--- config.mk ---
export PLATFORM = sky130hd
export DESIGN_NAME = imm_gen_pipe
export DESIGN_NICKNAME = d
export VERILOG_FILES = /design/src/rtl/imm_gen_pkg.sv /design/src/rtl/imm_gen_decode.sv /design/src/rtl/imm_gen_pipe.sv
export SDC_FILE = /design/constraint.sdc
export NUM_CORES = 1
export LEC_CHECK = 0
export ABC_AREA = 1
export CAP_MARGIN = 5
export CORE_ASPECT_RATIO = 0.6
export CORE_MARGIN = 2
export CORE_UTILIZATION = 35
export CTS_BUF_LIST = sky130_fd_sc_hd__clkbuf_4 sky130_fd_sc_hd__clkbuf_8
export DETAILED_ROUTE_END_ITERATION = 10
export SYNTH_ARGS = -nofsm -noshare
export SYNTH_HDL_FRONTEND = slang
export SYNTH_SLANG_ARGS = --single-unit
--- constraint.sdc ---
create_clock -name clk -period 4.2 [get_ports clk]
set_clock_uncertainty 0.15 [all_clocks]
set_input_delay 0.84 -clock clk [delete_from_list [all_inputs] [get_ports clk]]
set_output_delay 0.84 -clock clk [all_outputs]
set_load 0.005 [all_outputs]
--- src/rtl/imm_gen_pkg.sv ---
// Shared opcodes, format codes and entry sizing for the registered RV32I immediate generator.
package imm_gen_pkg;

    localparam logic [6:0] OP     = 7'b0110011;
    localparam logic [6:0] OP_IMM = 7'b0010011;
    localparam logic [6:0] LOAD   = 7'b0000011;
    localparam logic [6:0] STORE  = 7'b0100011;
    localparam logic [6:0] BRANCH = 7'b1100011;
    localparam logic [6:0] JAL    = 7'b1101111;
    localparam logic [6:0] JALR   = 7'b1100111;
    localparam logic [6:0] LUI    = 7'b0110111;
    localparam logic [6:0] AUIPC  = 7'b0010111;
    localparam logic [6:0] SYSTEM = 7'b1110011;
    localparam logic [6:0] FENCE  = 7'b0001111;

    typedef enum logic [2:0] {
        FmtR   = 3'd0,
        FmtI   = 3'd1,
        FmtS   = 3'd2,
        FmtB   = 3'd3,
        FmtU   = 3'd4,
        FmtJ   = 3'd5,
        FmtZ   = 3'd6,
        FmtIll = 3'd7
    } fmt_e;

    // Buffer entry layout: {imm, fmt, illegal, instr}.
    function automatic int unsigned entry_width(input int unsigned xlen);
        return xlen + 3 + 1 + 32;
    endfunction

endpackage

--- src/rtl/imm_gen_decode.sv ---
// Combinational opcode-driven immediate decoder. Defining IMM_GEN_SHAMT_CHECK_EN additionally
// flags malformed OP-IMM shift immediates as illegal.
module imm_gen_decode
    import imm_gen_pkg::*;
#(
    parameter int unsigned XLEN = 32
) (
    input  logic [31:0]     instr_i,
    output logic [XLEN-1:0] imm_o,
    output logic [2:0]      fmt_o,
    output logic            illegal_o
);

    logic [6:0]  opcode;
    logic [31:0] imm32;
    fmt_e        fmt;

    assign opcode = instr_i[6:0];

    always_comb begin
        imm32     = '0;
        fmt       = FmtIll;
        illegal_o = 1'b0;
        case (opcode)
            OP: fmt = FmtR;
            OP_IMM, LOAD, JALR, FENCE: begin
                fmt   = FmtI;
                imm32 = {{20{instr_i[31]}}, instr_i[31:20]};
            end
            SYSTEM: begin
                if (instr_i[14]) begin
                    fmt   = FmtZ;
                    imm32 = {27'b0, instr_i[19:15]};
                end else begin
                    fmt   = FmtI;
                    imm32 = {{20{instr_i[31]}}, instr_i[31:20]};
                end
            end
            STORE: begin
                fmt   = FmtS;
                imm32 = {{20{instr_i[31]}}, instr_i[31:25], instr_i[11:7]};
            end
            BRANCH: begin
                fmt   = FmtB;
                imm32 = {{20{instr_i[31]}}, instr_i[7], instr_i[30:25], instr_i[11:8], 1'b0};
            end
            LUI, AUIPC: begin
                fmt   = FmtU;
                imm32 = {instr_i[31:12], 12'b0};
            end
            JAL: begin
                fmt   = FmtJ;
                imm32 = {{12{instr_i[31]}}, instr_i[19:12], instr_i[20], instr_i[30:21], 1'b0};
            end
            default: begin
                fmt       = FmtIll;
                illegal_o = 1'b1;
            end
        endcase
`ifdef IMM_GEN_SHAMT_CHECK_EN
        // SLLI/SRLI/SRAI: shamt[5] is only meaningful on RV64; upper funct bits must be 0 or SRA.
        if (opcode == OP_IMM && instr_i[13:12] == 2'b01) begin
            if (XLEN == 32 && instr_i[25]) begin
                illegal_o = 1'b1;
            end
            if (instr_i[31:26] != 6'b000000 && instr_i[31:26] != 6'b010000) begin
                illegal_o = 1'b1;
            end
        end
`endif
        // imm32[31] is the sign for every signed format and 0 for zimm/R/ILL.
        imm_o       = {XLEN{imm32[31]}};
        imm_o[31:0] = imm32;
    end

    assign fmt_o = fmt;

endmodule

--- src/rtl/imm_gen_pipe.sv ---
// Registered immediate generator behind a valid/ready 2-entry skid buffer.
// The IMM_GEN_SHAMT_CHECK_EN macro enables shift-immediate legality checking in the decoder.
module imm_gen_pipe
    import imm_gen_pkg::*;
#(
    parameter int unsigned XLEN       = 32,
    parameter int unsigned PASS_INSTR = 1
) (
    input  logic            clk,
    input  logic            rst_n,
    input  logic            flush,
    input  logic            in_valid,
    output logic            in_ready,
    input  logic [31:0]     in_instr,
    output logic            out_valid,
    input  logic            out_ready,
    output logic [XLEN-1:0] out_imm,
    output logic [2:0]      out_fmt,
    output logic [31:0]     out_instr,
    output logic            out_illegal
);

    localparam int unsigned EntryW = entry_width(XLEN);

    logic [EntryW-1:0] mem_q [2];
    logic [EntryW-1:0] wr_entry;
    logic [EntryW-1:0] head;
    logic [1:0]        count_q, count_d;
    logic              wr_ptr_q, wr_ptr_d;
    logic              rd_ptr_q, rd_ptr_d;
    logic              ready_q;
    logic              push, pop;

    logic [XLEN-1:0]   dec_imm;
    logic [2:0]        dec_fmt;
    logic              dec_ill;

    imm_gen_decode #(
        .XLEN (XLEN)
    ) u_decode (
        .instr_i   (in_instr),
        .imm_o     (dec_imm),
        .fmt_o     (dec_fmt),
        .illegal_o (dec_ill)
    );

    assign wr_entry = {dec_imm, dec_fmt, dec_ill, (PASS_INSTR != 0) ? in_instr : 32'h0};

    // ready_q keeps in_ready low until the first edge after reset release.
    assign in_ready  = ready_q & (count_q != 2'd2);
    assign out_valid = (count_q != 2'd0);
    assign push      = in_valid & in_ready & ~flush;
    assign pop       = out_valid & out_ready & ~flush;

    always_comb begin
        count_d  = count_q;
        wr_ptr_d = wr_ptr_q;
        rd_ptr_d = rd_ptr_q;
        if (flush) begin
            count_d  = 2'd0;
            wr_ptr_d = 1'b0;
            rd_ptr_d = 1'b0;
        end else begin
            if (push) begin
                wr_ptr_d = ~wr_ptr_q;
            end
            if (pop) begin
                rd_ptr_d = ~rd_ptr_q;
            end
            if (push && !pop) begin
                count_d = count_q + 2'd1;
            end else if (pop && !push) begin
                count_d = count_q - 2'd1;
            end
        end
    end

    always_ff @(posedge clk or negedge rst_n) begin
        if (!rst_n) begin
            count_q  <= 2'd0;
            wr_ptr_q <= 1'b0;
            rd_ptr_q <= 1'b0;
            ready_q  <= 1'b0;
            mem_q[0] <= '0;
            mem_q[1] <= '0;
        end else begin
            count_q  <= count_d;
            wr_ptr_q <= wr_ptr_d;
            rd_ptr_q <= rd_ptr_d;
            ready_q  <= 1'b1;
            if (push) begin
                mem_q[wr_ptr_q] <= wr_entry;
            end
        end
    end

    assign head        = mem_q[rd_ptr_q];
    assign out_imm     = head[EntryW-1 -: XLEN];
    assign out_fmt     = head[35:33];
    assign out_illegal = head[32];
    assign out_instr   = head[31:0];

endmodule
==> summary.md, run 1 <==
| Metric | Value |
|---|---|
| Outcome | finished clean |
| Pre-CTS WS | 894 ps |
| Worst path cell trace | inv_2, buf_4, nand2_1, nand2_1, clkdlybuf4s50_1 |
| Multiplexer share of the synthesized area | 0 |
| Root Driver | clkbuf_8 |
| Asr flop ratio synth | 1.00 |
| TritonCTS Buffers | 17 |
| CP Launch Type | register |
| Post-synthesis register bit count | 141 |
| Leading area contributor after synthesis | dfrtp_1 |
| Worst-margin pin slew | 848 ps |
| Crit path depth | 5 |
| CP max FO | 31 |
| # DRC | 0 |
| R2r startpoint | count_q[0] |
| Wirelength per Cell | 15.5 um |
| Total iterations of the first detailed-routing run | 6 |
| Min cycle time layout | 3380 ps |
| Max_cap viols | 0 |
| Synthesized instance count | 1,008 |
| Hpwl dp | 14.3 mm |
| Clk_lat worst skew | 450 ps |
| Fill cell count | 2,078 |
| Cts repair resizes | 0 |
| Final instance area | 8770 um^2 |
| Inst Count DP | 1,352 |
| Kind of critical path | register to output pin |
| Wirelength, routed | 21.4 mm |
| Synth Flop Type | dfrtp_1 |
| CP startpoint | rd_ptr_q |
| Worst relative slew slack | 0.435 |
| RSZ-0062 raised after global routing | false |
| Main combinational cell family by area after synthesis | simple AND/OR/NAND/NOR gates |
| Die area | 21,600 um^2 |
| IO Count | 107 |
| Worst reg-to-reg path cell count | 9 |
| Post-Syn Nets | 1,045 |
| Die width | 189 um |
| Die Y | 115 um |
| Worst r2r dst | mem_q[32] |
| FF/Latch Area | 3530 um^2 |
| Synthesized area per cell | 7.10 um^2 |
| Most Frequent Cell on Critical Path | nand2_1 |
| CP max-delay cell | clkdlybuf4s50_1 |
| Final setup violation count | 0 |
| Adder-cell share of the synthesized area | 0 |
| Port bufs | 106 |
| Crit path largest cell delay | 520 ps |
| Fmax | 295 MHz |
| Core box area | 20,000 um^2 |
| CTS H-tree lvls | 4 |
| Arr. time, crit path | 2390 ps |
| Most common cell in the synthesized netlist | nand2_1 |
| Yosys warns | 0 |
| Simple-gate share of the synthesized area | 0.364 |
| Post-CTS Setup Repair Bufs | 0 |
| Layout net count | 1,135 |
| Vias | 6,533 |
| Routed vias/inst | 4.72 |
| Layout cells sized above 1 | 0.0666 |
| Hold Crit Class | input pin to async pin |
| Leak | 4.72 nW |
| Core Util, Final | 0.438 |
| Most frequent cells after synthesis | nand2_1, dfrtp_1, nor2_1 |
| Longest Clk Path Bufs | 2 |
| Family with the most delay on the worst path | buffers and inverters |
| GPL Wtd Cong | 0.864 |
| XOR/XNOR Fraction of Synth Area | 0.00122 |
| Global-route wire length before repair | 34.3 mm |
| Share of the yosys chip area belonging to registers | 0.493 |
| Initial Util | 0.358 |
| Final Hold Slack | 269 ps |
| R2R setup slack | 1810 ps |
| Antenna diodes | 0 |
| Synth top area cells | dfrtp_1, nand2_1, nor2_1 |
| Count of cell types in the netlist | 24 |
| CP bufs+invs | 3 |
| Crit. End Element | output pin |
| Max-slew violations | 0 |
| Initial antenna violation count | 0 |
| Tcrit/Tclk final | 0.806 |
| Standard-cell rows | 40 |
| Post-Layout Cell Count | 1,384 |
| Largest net degree at the start of global routing | 98 |
| WP data required | 3210 ps |
| Cell area after placement | 8400 um^2 |
| Power per Cell Area | 497 nW/um^2 |
| Layout area overhead | 22.5% |
| Post-CTS Hold Fix Bufs | 0 |
| Grt total ovfl | 0 |
| Worst-case vdd ir drop | 0.248 mV |
| Clock sink count | 141 |
| Mapped Area | 7160 um^2 |
| Critical path endpoint | out_imm[6] |
| Area used by multi-input combinational logic | 3140 um^2 |
| Worst-path clk slew | 80 ps |
| Final WS setup | 815 ps |
| PnR Total Power | 4.35 mW |
| CTS tree | built |
| Share of the synthesized area in the top cell type | 0.493 |
| GRT Total Usage | 0.206 |
| DRT antenna net count | 0 |
| Initial DRC Count | 573 |
| Fin. Hold Viols | 0 |
| EDFF count, synth | 0 |
| Vias in the first global route | 6,166 |
| Complex-gate fraction of the synthesized area | 0.0729 |
| Total negative setup slack | 0 ps |
## power by group
part / leakage, nW / switching [mW] / internal [mW]
Clock: 0.170 / 0.560 / 0.471
Combinational: 2.68 / 0.744 / 0.669
Sequential: 1.86 / 0.188 / 1.72
Total: 4.72 / 1.49 / 2.86
## sequential cells by signal (all words and copies together), names as in the netlist
register	count
mem_q	136
count_q	2
ready_q	1
rd_ptr_q	1
wr_ptr_q	1
## layout make-up
type | instances | share of cell area
multi-input cells | 765 | 0.358
flip-flops and latches | 141 | 0.403
clock buffers | 18 | 0.0275
well taps | 273 | 0.0390
inverters | 50 | 0.0215
clock inverters | 14 | 0.0138
repair buffers | 123 | 0.137
## layer usage
metal | share of wire | vias up | global-route usage
li1 | - | 3277 | -
met1 | 0.51 | 3032 | 0.314
met2 | 0.41 | 207 | 0.293
met3 | 0.069 | 17 | 0.0488
met4 | 0.0097 | 0 | 0.0479
met5 | 0 | - | 0
## worst reg2reg max path, stage by stage, from the launching register on
cell      delay, ps
dfrtp_1         390
inv_2            80
a21boi_2         60
nand2_1         130
nor2_2           50
inv_2           120
nor2_2           60
inv_2           600
buf_4           470
o21ai_0         170
## kinds of logic after synthesis
| group | Yosys count |
|---|---|
| xor gates and xnor gates | 1 |
| buffers and inverters | 102 |
| DFF | 141 |
| and+or+nand+nor | 670 |
| AOI/OAI and AO/OA | 93 |
| other | 1 |
## layout by cell type (no fill, tap or decap), types with 2 or more instances in the layout
cell type / instances
inv_2: 4
clkinvlp_4: 6
inv_1: 44
a21oi_1: 10
nand2_1: 568
clkinv_2: 5
nand3_1: 31
buf_4: 16
dfrtp_1: 140
o21ai_2: 13
clkinv_4: 2
clkbuf_8: 17
o21ai_0: 39
nand3b_1: 4
nand4_1: 6
nor2_1: 57
nor2_2: 3
o21ai_1: 29
clkdlybuf4s50_1: 105
## how the worst min path moves through the flow
stage	from	endpoint	slack (ps)	depth (start not counted)
2_1_floorplan	mem_q[66]	mem_q[66]	300	2
3_3_place_gp	mem_q[37]	mem_q[37]	310	2
3_5_place_dp	mem_q[55]	mem_q[55]	320	2
4_1_cts	rst_n	mem_q[87]	290	1
5_1_grt	rst_n	mem_q[84]	310	1
6_report	rst_n	count_q[0]	270	1
No activity file was read; power rests on OpenSTA's default activity.
==> inputs of run 2 (changes only) <==
==> constraint.sdc (replaced) <==
create_clock -name clk -period 3.1 [get_ports clk]
set_clock_uncertainty 0.15 [all_clocks]
set_input_delay 0.62 -clock clk [delete_from_list [all_inputs] [get_ports clk]]
set_output_delay 0.62 -clock clk [all_outputs]
set_load 0.005 [all_outputs]
==> run 2 against run 1 <==
Final area increased by 2.1%. Wire length decreased by 0.52%. Largest cell class unchanged. Sequential share of layout area shrank 0.81 points. Worst setup slack got worse by 690 ps. Utilization up 0.90 points. Highest routed layer unchanged. Sequential power rose by 36%. Final cell count up 0.36%. Clock power grew 69%. Combinational power rose by 38%. First-iteration DRC count fell by 5.9%. Via count is 0.20% higher. Die area stayed put.
==> summary.md, run 2 (synthesis results as in run 1) <==
| Metric | Value |
|---|---|
| Die width | 189 um |
| Clk_lat worst skew | 450 ps |
| Critical path endpoint | out_instr[31] |
| Port bufs | 106 |
| Hpwl dp | 14.5 mm |
| Power per Cell Area | 702 nW/um^2 |
| Layout area overhead | 25.0% |
| Fin. Hold Viols | 0 |
| IO Count | 107 |
| Post-CTS Setup Repair Bufs | 0 |
| Global-route wire length before repair | 33.8 mm |
| Outcome | finished clean |
| CP Launch Type | register |
| Top Registers | mem_q: 136 flops, count_q: 2 flops |
| Layout cells sized above 1 | 0.0699 |
| CP bufs+invs | 3 |
| Vias in the first global route | 6,039 |
| R2r startpoint | count_q[1] |
| Worst-case vdd ir drop | 0.325 mV |
| Wirelength, routed | 21.3 mm |
| Tcrit/Tclk final | 0.958 |
| M1 GR Usage | 0.309 |
| CP startpoint | rd_ptr_q |
| Initial DRC Count | 539 |
| Worst reg-to-reg path cell count | 7 |
| Crit. End Element | output pin |
| RSZ-0062 raised after global routing | false |
| Clock sink count | 141 |
| Met2 Usage GRT | 0.295 |
| CP max-delay cell | clkdlybuf4s50_1 |
| Grt total ovfl | 0 |
| Vias | 6,546 |
| Largest reg by FF count | mem_q |
| Clock share of power | 0.277 |
| R2R setup slack | 1200 ps |
| CTS H-tree lvls | 4 |
| Hold Startpoint | mem_q[115] |
| Family with the most delay on the worst path | buffers and inverters |
| CTS tree | built |
| Routed vias/inst | 4.71 |
| Layout net count | 1,140 |
| Longest Clk Path Bufs | 2 |
| GPL Wtd Cong | 0.886 |
| Worst-margin pin slew | 567 ps |
| CP max FO | 36 |
| Total negative setup slack | 0 ps |
| Leak | 4.81 nW |
| Commonest non-fill, non-tap cells in the layout | nand2_1, dfrtp_1, clkdlybuf4s50_1 |
| Combinational share of power | 0.309 |
| Initial antenna violation count | 0 |
| Sw frac | 0.325 |
| Worst r2r dst | mem_q[31] |
| Most common cell after layout, fill and taps aside | nand2_1 |
| Die area | 21,600 um^2 |
| Min cycle time layout | 2970 ps |
| Kind of critical path | register to output pin |
| Hold Crit Class | register to register |
| Root Driver | clkbuf_8 |
| Worst-path clk slew | 80 ps |
| TritonCTS Buffers | 17 |
| Reg power frac | 0.414 |
| Core box area | 20,000 um^2 |
| Final instance area | 8950 um^2 |
| Wirelength per Cell | 15.3 um |
| Die Y | 115 um |
| WP data required | 2330 ps |
| Worst path cell trace | inv_2, buf_4, nand2_1, o21ai_0, clkdlybuf4s50_1 |
| Final setup violation count | 0 |
| Cell area after placement | 8470 um^2 |
| Crit path largest cell delay | 580 ps |
| Routing usage on met3 | 0.0409 |
| Worst relative slew slack | 0.622 |
| Total iterations of the first detailed-routing run | 5 |
| Fmax | 337 MHz |
| Antenna diodes | 0 |
| Pint | 4.24 mW |
| Standard-cell rows | 40 |
| DRT antenna net count | 0 |
| Most used routing layer | met1 |
| # DRC | 0 |
| Max_cap viols | 0 |
| Arr. time, crit path | 2200 ps |
| GRT Total Usage | 0.203 |
| Initial Util | 0.358 |
| Largest net degree at the start of global routing | 68 |
| Max-slew violations | 0 |
| Switching power | 2.04 mW |
| Crit path depth | 5 |
| Max reg flops | 136 |
==> run 2: metrics by stage <==
step | worst slack (ps) | power [mW] | instances | hold slack [ps] | utilization
6_report | 130 | 6.28 | 1389 | 330 | 0.447
4_1_cts | 136 | 6.34 | 1389 | 337 | 0.447
2_1_floorplan | 1150 | 3.58 | 1008 | 174 | -
5_1_grt | 19.9 | 6.68 | 1389 | 349 | 0.447
3_3_place_gp | 295 | 4.55 | 1356 | 312 | 0.423
3_5_place_dp | 311 | 4.58 | 1356 | 315 | 0.423
==> run 2: area by class of cell <==
class,instances,area (um^2)
clock buffers,19,255
clock inverters,13,210
fillers,2038,11100
inverters,50,189
multi-input cells,765,3140
flip-flops and latches,141,3530
well taps,273,342
repair buffers,128,1280
==> run 2: what timing repair did <==
action | CTS | global route
hold buffers | 1 | 0
gates resized for setup | 0 | 0
hold endpoints to repair | 46 | 0
==> run 2: how the worst min path moves through the flow <==
| stage | end | slack [ps] | depth (start not counted) |
|---|---|---|---|
| floorplan | count_q[0] | 170 | 0 |
| global placement | mem_q[36] | 310 | 2 |
| detailed placement | mem_q[49] | 320 | 2 |
| CTS | mem_q[135] | 340 | 2 |
| global route | mem_q[112] | 350 | 2 |
| finish | mem_q[115] | 330 | 2 |
==> run 2: metal layers <==
metal / vias up / wire length, um
li1: 3289 / -
met1: 3060 / 11000
met2: 186 / 9020
met3: 11 / 1120
met4: 0 / 153
met5: - / 0
==> run 2: worst reg2reg max path, cell delays in order, from the launching register on <==
cell	delay (ps)
dfrtp_1	430
a21boi_2	170
nand2_1	130
nor2_2	120
inv_2	80
nor2_2	120
buf_4	400
o21ai_0	190
==> run 2: power groups by stage <==
stage | logic [mW] | clock network (mW) | registers (mW)
floorplan | 1.02 | 0 | 2.56
global placement | 1.93 | 0 | 2.62
detailed placement | 1.95 | 0 | 2.63
CTS | 1.96 | 1.78 | 2.60
global route | 2.15 | 1.87 | 2.66
finish | 1.94 | 1.74 | 2.60
==> inputs of run 3 (changes only) <==
--- a/config.mk
+++ b/config.mk
@@ -6,7 +6,6 @@
 export NUM_CORES = 1
 export LEC_CHECK = 0
 export ABC_AREA = 1
-export CAP_MARGIN = 5
 export CORE_ASPECT_RATIO = 0.6
 export CORE_MARGIN = 2
 export CORE_UTILIZATION = 35
==> results of run 3 <==
No change in the layout: final DEF, timing and power equal those of run 2.
